File: config.mk
export PLATFORM = sky130hd
export DESIGN_NAME = mips_multicycle_core_flat
export DESIGN_NICKNAME = d
export VERILOG_FILES = /design/src/rtl/mips_multicycle_core_if.sv /design/src/rtl/mips_multicycle_core.sv /design/src/flat_wrapper.sv
export SDC_FILE = /design/constraint.sdc
export NUM_CORES = 2
export LEC_CHECK = 0
export CAP_MARGIN = 5
export CORE_MARGIN = 1
export CORE_UTILIZATION = 45
export DETAILED_ROUTE_END_ITERATION = 8
export DONT_BUFFER_PORTS = 1
export PLACE_DENSITY = 0.68
export SYNTH_ARGS = -nofsm -noshare
export SYNTH_HDL_FRONTEND = slang
export SYNTH_SLANG_ARGS = --single-unit
File: constraint.sdc
create_clock -name clk -period 6.9 [get_ports clk]
set_input_delay 2.07 -clock clk [delete_from_list [all_inputs] [get_ports clk]]
set_output_delay 2.07 -clock clk [all_outputs]
set_load 0.01 [all_outputs]
File: src/rtl/mips_multicycle_core_if.sv
// Unified instruction/data word-memory port of mips_multicycle_core.
// The core drives the request side; the memory answers with data and a ready.
interface mips_multicycle_core_if #(
    parameter int ADDR_W = 5
) ();
    logic              mem_req;
    logic              mem_we;
    logic [ADDR_W-1:0] mem_addr;
    logic [31:0]       mem_wdata;
    logic [31:0]       mem_rdata;
    logic              mem_ready;

    modport master (output mem_req, mem_we, mem_addr, mem_wdata, input mem_rdata, mem_ready);
    modport slave  (input mem_req, mem_we, mem_addr, mem_wdata, output mem_rdata, mem_ready);
endinterface

File: src/rtl/mips_multicycle_core.sv
// Multicycle MIPS-subset core: FETCH/DECODE/EXEC/MEM/WB over one ready-handshaked memory port.
// Optional ILLEGAL_TRAP_EN adds an illegal output and a HALT state for unsupported encodings.
module mips_multicycle_core #(
    parameter int ADDR_W   = 5,
    parameter int RESET_PC = 12,
    parameter int LOOP_END = 19,
    parameter int REG_AW   = 5
) (
    input  logic                   clk,
    input  logic                   rst,
    mips_multicycle_core_if.master mem,
    output logic [ADDR_W-1:0]      pc,
    output logic [31:0]            result,
    output logic                   retire,
    output logic [ADDR_W-1:0]      retire_pc
`ifdef ILLEGAL_TRAP_EN
    ,
    output logic                   illegal
`endif
);
    localparam logic [ADDR_W-1:0] LP_RESET = ADDR_W'(RESET_PC);
    localparam logic [ADDR_W-1:0] LP_END   = ADDR_W'(LOOP_END);
    localparam logic [REG_AW-1:0] LP_R31   = REG_AW'(31);
    localparam int                NREG     = 2**REG_AW;

    typedef enum logic [2:0] {
        S_FETCH  = 3'd0,
        S_DECODE = 3'd1,
        S_EXEC   = 3'd2,
        S_MEM    = 3'd3,
        S_WB     = 3'd4
`ifdef ILLEGAL_TRAP_EN
        ,
        S_HALT   = 3'd5
`endif
    } state_t;

    state_t            r_state, w_state_nx;
    logic [31:0]       r_ir, r_a, r_b, r_val;
    logic              r_wr, r_load;
    logic [REG_AW-1:0] r_dst;
    logic [ADDR_W-1:0] r_next;
    logic [31:0]       r_rf [NREG];

    logic [5:0]        w_op, w_fn;
    logic [REG_AW-1:0] w_rs, w_rt, w_rd, w_dst;
    logic [4:0]        w_sh;
    logic [31:0]       w_imm, w_sum, w_val;
    logic [ADDR_W-1:0] w_pc1, w_jt, w_ea, w_next;
    logic              w_hs, w_wr, w_mem, w_store;
`ifdef ILLEGAL_TRAP_EN
    logic              w_ill;
`endif

    assign w_op  = r_ir[31:26];
    assign w_rs  = r_ir[21 +: REG_AW];
    assign w_rt  = r_ir[16 +: REG_AW];
    assign w_rd  = r_ir[11 +: REG_AW];
    assign w_sh  = r_ir[10:6];
    assign w_fn  = r_ir[5:0];
    assign w_imm = {{16{r_ir[15]}}, r_ir[15:0]};
    assign w_sum = r_a + w_imm;
    assign w_ea  = w_sum[ADDR_W-1:0];
    assign w_jt  = r_ir[ADDR_W-1:0];
    assign w_pc1 = pc + ADDR_W'(1);
    assign w_hs  = mem.mem_req & mem.mem_ready;

    function automatic logic [ADDR_W-1:0] wrap_pc(input logic [ADDR_W-1:0] a);
        wrap_pc = ((LOOP_END != 0) && (a == LP_END)) ? LP_RESET : a;
    endfunction

    // Execute-stage decode: write value, destination and next PC of the instruction in IR
    always_comb begin
        w_val   = 32'd0;
        w_wr    = 1'b0;
        w_dst   = w_rd;
        w_next  = w_pc1;
        w_mem   = 1'b0;
        w_store = 1'b0;
`ifdef ILLEGAL_TRAP_EN
        w_ill   = 1'b0;
`endif
        case (w_op)
            6'b000000: begin
                w_wr = 1'b1;
                case (w_fn)
                    6'b100000: w_val = r_a + r_b;
                    6'b100010: w_val = r_a - r_b;
                    6'b100100: w_val = r_a & r_b;
                    6'b100101: w_val = r_a | r_b;
                    6'b000000: w_val = r_b << w_sh;
                    default: begin
                        w_wr = 1'b0;
`ifdef ILLEGAL_TRAP_EN
                        w_ill = 1'b1;
`endif
                    end
                endcase
            end
            6'b001000: begin w_val = w_sum; w_wr = 1'b1; w_dst = w_rt; end
            6'b100011: begin w_mem = 1'b1; w_wr = 1'b1; w_dst = w_rt; end
            6'b101011: begin w_mem = 1'b1; w_store = 1'b1; end
            6'b000100: begin
                if (r_a == r_b) w_next = w_pc1 + w_imm[ADDR_W-1:0];
                else            w_next = w_pc1;
            end
            6'b000010: w_next = w_jt;
            6'b000011: begin
                w_val  = {{(32-ADDR_W){1'b0}}, w_pc1};
                w_wr   = 1'b1;
                w_dst  = LP_R31;
                w_next = w_jt;
            end
            default: begin
`ifdef ILLEGAL_TRAP_EN
                w_ill = 1'b1;
`else
                w_next = w_pc1;
`endif
            end
        endcase
    end

    // State register
    always_ff @(posedge clk) begin
        if (rst) r_state <= S_FETCH;
        else     r_state <= w_state_nx;
    end

    // Next-state logic
    always_comb begin
        w_state_nx = r_state;
        case (r_state)
            S_FETCH:  if (w_hs) w_state_nx = S_DECODE; else w_state_nx = S_FETCH;
            S_DECODE: w_state_nx = S_EXEC;
            S_EXEC: begin
`ifdef ILLEGAL_TRAP_EN
                if (w_ill)      w_state_nx = S_HALT;
                else if (w_mem) w_state_nx = S_MEM;
                else            w_state_nx = S_WB;
`else
                if (w_mem) w_state_nx = S_MEM;
                else       w_state_nx = S_WB;
`endif
            end
            S_MEM:    if (w_hs) w_state_nx = S_WB; else w_state_nx = S_MEM;
            S_WB:     w_state_nx = S_FETCH;
            default:  w_state_nx = r_state;
        endcase
    end

    // Datapath, register file and registered memory-port outputs
    always_ff @(posedge clk) begin
        if (rst) begin
            pc            <= LP_RESET;
            r_ir          <= 32'd0;
            r_a           <= 32'd0;
            r_b           <= 32'd0;
            r_val         <= 32'd0;
            r_wr          <= 1'b0;
            r_load        <= 1'b0;
            r_dst         <= {REG_AW{1'b0}};
            r_next        <= {ADDR_W{1'b0}};
            for (int i = 0; i < NREG; i++) r_rf[i] <= 32'd0;
            mem.mem_req   <= 1'b0;
            mem.mem_we    <= 1'b0;
            mem.mem_addr  <= {ADDR_W{1'b0}};
            mem.mem_wdata <= 32'd0;
            result        <= 32'd0;
            retire        <= 1'b0;
            retire_pc     <= {ADDR_W{1'b0}};
`ifdef ILLEGAL_TRAP_EN
            illegal       <= 1'b0;
`endif
        end else begin
            retire <= 1'b0;
            case (r_state)
                S_FETCH: begin
                    // Only the first fetch after reset arrives here without a request raised
                    if (!mem.mem_req) begin
                        mem.mem_req  <= 1'b1;
                        mem.mem_we   <= 1'b0;
                        mem.mem_addr <= pc;
                    end else if (mem.mem_ready) begin
                        r_ir        <= mem.mem_rdata;
                        mem.mem_req <= 1'b0;
                    end
                end
                S_DECODE: begin
                    r_a <= r_rf[w_rs];
                    r_b <= r_rf[w_rt];
                end
                S_EXEC: begin
                    r_val  <= w_val;
                    r_wr   <= w_wr;
                    r_dst  <= w_dst;
                    r_next <= wrap_pc(w_next);
                    r_load <= w_mem & ~w_store;
                    if (w_mem) begin
                        mem.mem_req   <= 1'b1;
                        mem.mem_we    <= w_store;
                        mem.mem_addr  <= w_ea;
                        mem.mem_wdata <= r_b;
                    end
`ifdef ILLEGAL_TRAP_EN
                    if (w_ill) illegal <= 1'b1;
`endif
                end
                S_MEM: begin
                    if (w_hs) begin
                        mem.mem_req <= 1'b0;
                        mem.mem_we  <= 1'b0;
                        if (r_load) r_val <= mem.mem_rdata;
                    end
                end
                S_WB: begin
                    if (r_wr && (r_dst != {REG_AW{1'b0}})) r_rf[r_dst] <= r_val;
                    if (r_wr) result <= r_val;
                    retire       <= 1'b1;
                    retire_pc    <= pc;
                    pc           <= r_next;
                    mem.mem_req  <= 1'b1;
                    mem.mem_we   <= 1'b0;
                    mem.mem_addr <= r_next;
                end
                default: ;
            endcase
        end
    end
endmodule

File: src/flat_wrapper.sv
// flat-port wrapper written by rule: the top's interface ports become plain ports
module mips_multicycle_core_flat 
#(
    parameter int ADDR_W   = 5,
    parameter int RESET_PC = 12,
    parameter int LOOP_END = 19,
    parameter int REG_AW   = 5
)
  (clk, rst, pc, result, retire, retire_pc, mem_mem_req, mem_mem_we, mem_mem_addr, mem_mem_wdata, mem_mem_rdata, mem_mem_ready);
  mips_multicycle_core_if #(.ADDR_W(ADDR_W)) mem_i ();
  input  logic clk;
  input  logic rst;
  output logic [ADDR_W-1:0] pc;
  output logic [31:0] result;
  output logic retire;
  output logic [ADDR_W-1:0] retire_pc;
  output wire logic [$bits(mem_i.mem_req)-1:0] mem_mem_req;
  output wire logic [$bits(mem_i.mem_we)-1:0] mem_mem_we;
  output wire logic [$bits(mem_i.mem_addr)-1:0] mem_mem_addr;
  output wire logic [$bits(mem_i.mem_wdata)-1:0] mem_mem_wdata;
  input wire logic [$bits(mem_i.mem_rdata)-1:0] mem_mem_rdata;
  input wire logic [$bits(mem_i.mem_ready)-1:0] mem_mem_ready;
  assign mem_mem_req = mem_i.mem_req;
  assign mem_mem_we = mem_i.mem_we;
  assign mem_mem_addr = mem_i.mem_addr;
  assign mem_mem_wdata = mem_i.mem_wdata;
  assign mem_i.mem_rdata = mem_mem_rdata;
  assign mem_i.mem_ready = mem_mem_ready;
  mips_multicycle_core #(.ADDR_W(ADDR_W), .RESET_PC(RESET_PC), .LOOP_END(LOOP_END), .REG_AW(REG_AW)) u_core (.clk(clk), .rst(rst), .mem(mem_i), .pc(pc), .result(result), .retire(retire), .retire_pc(retire_pc));
endmodule
# Word-level counts from Yosys, hierarchy flattened
# Memory sizes are Yosys's and may differ from the RTL's. A register that Yosys moved wholly into a read port is not among the register bits.
# Index checks and enable logic that the tools add are counted.
# word_totals
regBits	161
mem_count	1
output_inout_bits	82
inputBits	35
mem_bits_rw	1024
# mem_list
name	words	width	read_ports	rd_ports_with_merged_regs	wr	line_no	rtl
u_core.r_rf	32	32	2	2	32	mips_multicycle_core.sv:43	logic [31:0] r_rf [NREG];
# classes
bitwise_logic	5
add_sub_neg	5
mux	38
n_reduce_logical	22
n_eq_ne	20
shifts	1
# ops
cell	n
32-bit one-hot mux with 5 select lines	1
32-bit two-way mux	3
32-bit one-hot mux with 3 select lines	1
32-bit adder	2
32-bit one-hot mux with 2 select lines	1
6-bit == test, second input constant	6
32-bit bitwise AND	1
32-bit == test	1
32-bit bitwise OR	1
32-bit OR reduction	1
32-bit by 5-bit left shift with 32-bit output	1
32-bit subtractor	1
5-bit two-way mux	5
5-bit one-hot mux with 2 select lines	2
1-bit two-way mux	18
3-bit one-hot mux with 5 select lines	1
5-bit one-hot mux with 3 select lines	1
6-bit by 2-bit == test with 1-bit output, second input constant	2
6-bit zero test	2
3-bit AND reduction	4
5-bit nonzero test	2
1-bit one-hot mux with 4 select lines	2
3-bit by 2-bit == test with 1-bit output, second input constant	2
6-bit by 3-bit == test with 1-bit output, second input constant	1
22 further kinds	29

# Depth between registers and ports, before layout
# logic_depth
word_depth	8
mapped_depth	14

# Least setup slack after synthesis
# No wires, ideal clock.
# synth_timing
kind	input to register
startpoint	input rst
endpoint	memory u_core.r_rf[15][0], enable pin
arrival_time_ps	4959
setup_time_ps	466
slack_ps	1475
t_required_ps	6434
path_stages	4
cell_sequence	inv_1 > nand4_1 > clkbuf_1 > o21ai_0
# synth_rtl
item	line_no	rtl
start, declared	flat_wrapper.sv:12	input logic rst;
end, declared	mips_multicycle_core.sv:43	

# Worst setup path in the final report
# layout_timing
startpoint	register u_core.r_b[23] (read register of u_core.r_rf)
endpoint	register u_core.r_next[0]
# layout_between
elab_chain_cells	5
# layout_lines
item	line_no	rtl
start, declared	mips_multicycle_core.sv:39	logic [31:0] r_ir, r_a, r_b, r_val;
32-bit == test *	mips_multicycle_core.sv:104	if (r_a == r_b) w_next = w_pc1 + w_imm[ADDR_W-1:0];
5-bit two-way mux *	mips_multicycle_core.sv:104	
5-bit one-hot mux with 2 select lines *	mips_multicycle_core.sv:83	case (w_op)
5-bit == test	mips_multicycle_core.sv:69	wrap_pc = ((LOOP_END != 0) && (a == LP_END)) ? LP_RESET : a;
5-bit two-way mux *	mips_multicycle_core.sv:69	
end signal, assigned	mips_multicycle_core.sv:163	r_next <= {ADDR_W{1'b0}};
end signal, assigned	mips_multicycle_core.sv:197	r_next <= wrap_pc(w_next);
end, declared	mips_multicycle_core.sv:42	logic [ADDR_W-1:0] r_next;
# Every way passes the cells marked *; elsewhere a longest branch is shown, timed or not.
# A chain may end at the register's enable or synchronous reset.

==> key figures <==
Setup path
  – Worst path buffer plus inverter count: 1
  – CP max stage delay: 1.25 ns
  – CP endpoint kind: flip-flop
  – CP Launch Type: flip-flop
  – WP data required: 7.57 ns
  – Crit path kind: flip-flop to flip-flop
  – Cell family with most CP delay: simple AND/OR/NAND/NOR gates
  – CP max FO: 11
  – Cell Chain, Critical Path: inv_1, ha_1, nor4_1, nand4_1, nor4_2, nor2_1, a211oi_1, a21oi_1, nand4b_1, o21a_1, a31o_1
  – Crit-path slowest cell: nor4_1
  – R2R setup slack: 2.10 ns
  – Worst EP arrival: 5.47 ns

Floorplanning
  – # IOs: 117
  – Die area: 160,000 um2
  – Die height: 400 um
  – Initial Util: 45.4%
  – Core Area: 157,000 um2
  – Cell Rows: 145
  – Die width: 400 um

Synth
  – Sequential-to-total area share from yosys stat: 49.6%
  – FFs w/ async S/R, synth: 0%
  – Synth Area per Inst: 13.0 um2
  – Yosys warning count: 0
  – Syn Inst Count: 5,480
  – EDFF count, synth: 1,024
  – Synthesis-stage register bit count: 1,249
  – Synthesized cell area: 71,100 um2
  – Top FF cell, synth: edfxtp_1
  – Yosys cell types: 93

CTS
  – # H-tree levels: 4
  – Reg clk slew, reported paths: 0.06 ns
  – Num CTS Buffers: 135
  – Hold buffers post-CTS: 0
  – Root buffer cell: clkbuf_16
  – CTS max path bufs: 3
  – Post-CTS Setup Repair Bufs: 0
  – Later-pin clock latency in the skew report: 0.80 ns
  – Post-cts sizing count: 0
  – CTS tree: done
  – Clock sinks: 1,249

Detailed routing
  – Post-DRT Antenna Nets: 0
  – WL per Instance: 30.3 um
  – Via density: 6.42
  – Via count: 47,500
  – Drt first pass iters: 7
  – Initial drt markers: 6,403
  – # DRC: 0
  – Final WL: 224 mm

Timing
  – Final setup margin: 2.10 ns
  – RSZ-0062 raised after global routing: no
  – Final min period: 4.80 ns
  – Final setup TNS: 0 ns
  – Final Max Slew Viols: 3
  – Actual slew at the worst max-slew pin: 1.59 ns
  – Fmax: 208 MHz
  – Worst clock skew: 0.0384 ns
  – # setup viols final: 0
  – Relative slew slack: -6.91%
  – Final Hold Vio Count: 0
  – Period Utilization, post-route: 69.5%

Global routing
  – Gr usage total: 27.9%
  – First-pass GRT wire length: 323 mm
  – Initial antenna violation count: 12
  – Overflow after GRT: 0
  – Largest net degree at the start of global routing: 234
  – Vias in the first global route: 46,100

Layout
  – Commonest non-fill, non-tap cell in the layout: edfxtp_1
  – Register area: 35,300 um2
  – Area occupied by multi-input gates: 34,100 um2
  – Share of cells above drive strength 1: 20.2%
  – Fill count: 13,200
  – Fin nets: 5,416
  – Commonest non-fill, non-tap cells in the layout: 1,024 x edfxtp_1, 1,004 x and2_1, 660 x mux4_2, 359 x nand2_1, 279 x a21oi_1
  – Util after Layout: 49.5%
  – Final non-filler cell total: 7,404
  – Area grow syn2layout: 9.08%

Power and ir drop
  – Max VDD drop: 0.274 mV
  – Pwr Density: 240 nW/um2
  – Static leakage: 0.0261 uW
  – Total power: 18,600 uW

Placement
  – GPL Wtd Cong: 0.979
  – DP Wirelength: 150 mm
  – Port Buffers: 0
  – Dpl cells: 7,157
  – Pre-CTS WS: 2.07 ns

Outcome
  – Outcome: complete, but fails checks
  – Failing checks: capacitance limit, slew limit

Worst hold path
  – Hold Path Class: flip-flop to flip-flop

Flow run
  – Max-cap violations: 1
## per-layer routing
| layer | up-vias | global-route usage, % | routed length, um |
|---|---|---|---|
| met4 | 10 | 11.3 | 9340 |
| met5 | - | 0 | 58 |
| met2 | 2741 | 43.3 | 103000 |
| met3 | 431 | 6.44 | 25000 |
| met1 | 24100 | 38.1 | 86100 |
| li1 | 20200 | - | - |
## per-stage QoR
stage               instance area [um2]  hold slack, ns
floorplan                         71200           0.441
global placement                  73300           0.466
detailed placement                73400           0.466
CTS                               77500           0.474
global route                      77600           0.500
finish                            77600           0.476
## cells in the mapped netlist, types with 6 or more instances
cell      instances  area [um2]
a211oi_1        100         751
a21o_1           36         270
a21oi_1         280        1400
a221o_1           6        60.1
a221oi_1         31         272
a22oi_1           7        52.6
a31oi_1          16         100
and2_1         1004        6280
and3_1           10        62.6
buf_1            61         229
buf_2            40         200
clkbuf_1        410        1540
dfxtp_1         225        4500
edfxtp_1       1024       30700
ha_1            138        1730
inv_1           126         473
mux2_2            8        90.1
mux2i_1         133        1330
mux4_2          660       14900
nand2_1         359        1350
nand2b_1         17         106
nand3_1          29         145
nand3b_1          7        52.6
nand4_1          13        81.3
nor2_1          234         878
nor2b_1           8        50.1
nor3_1           38         190
nor4_1           13        81.3
o211ai_1         19         143
o21a_1           11        82.6
o21ai_0         163         816
o21bai_1         19         143
o221ai_1          8        70.1
o22ai_1          25         156
o31ai_1          13        97.6
or3_1            14        87.6
xnor2_1          41         359
xor2_1           14         123
## worst paths after layout
path,cells after the start,end,from
max reg2reg,11,u_core.r_next[0]$_SDFFE_PP0P_,u_core.r_b[23]$_SDFFE_PP0P_
max,11,u_core.r_next[0]$_SDFFE_PP0P_,u_core.r_b[23]$_SDFFE_PP0P_
min,2,u_core.r_ir[28]$_SDFFE_PP0P_,u_core.r_ir[28]$_SDFFE_PP0P_
min reg2reg,2,u_core.r_ir[28]$_SDFFE_PP0P_,u_core.r_ir[28]$_SDFFE_PP0P_
## cells by family after synthesis
kind of cell,Yosys count,synth area share (%)
AND/OR/NAND/NOR,1774,13.6
AO/OA/AOI/OAI,811,7.25
XOR/XNOR,55,0.677
multiplexers,801,22.9
adder cells (fa/ha/maj),142,2.54
flip-flops,1249,49.6
other,1,0.00527
buffers and inverters,647,3.50
## where the power goes
part	leakage, uW	total [uW]	switching, uW	internal, uW
Sequential	0.0124	8770	360	8410
Combinational	0.0117	2920	1780	1140
Clock	0.00201	6950	3130	3820
Total	0.0261	18600	5270	13400
## final cells by class
class | instances | area share [%]
sequential | 1249 | 45.5
multi-input combinational | 3615 | 44.0
clock buffer | 176 | 4.74
tap | 2058 | 3.32
timing repair buffer | 105 | 1.19
inverter | 133 | 0.647
clock inverter | 61 | 0.592
antenna | 7 | 0.0226
## worst reg2reg max path, delay by kind of cell (launching register included)
family	cells	cell delay, ns
simple gates	5	2.57
compound gates	4	0.77
fa+ha+maj	1	0.50
buf+inv	1	0.20
flops	1	0.67
## flip-flops by register name, indices dropped and copies added, names as in the netlist, 3 cells and up
| signal | flops |
|---|---|
| u_core.r_dst | 5 |
| u_core.r_a | 32 |
| u_core.r_state | 3 |
| u_core.r_b | 32 |
| u_core.mem.mem_addr | 5 |
| u_core.pc | 5 |
| u_core.r_rf | 1024 |
| u_core.r_val | 32 |
| u_core.r_ir | 32 |
| u_core.result | 32 |
| u_core.retire_pc | 5 |
| u_core.mem.mem_wdata | 32 |
| u_core.r_next | 5 |
Note: power is estimated with default switching activity, not from simulation.
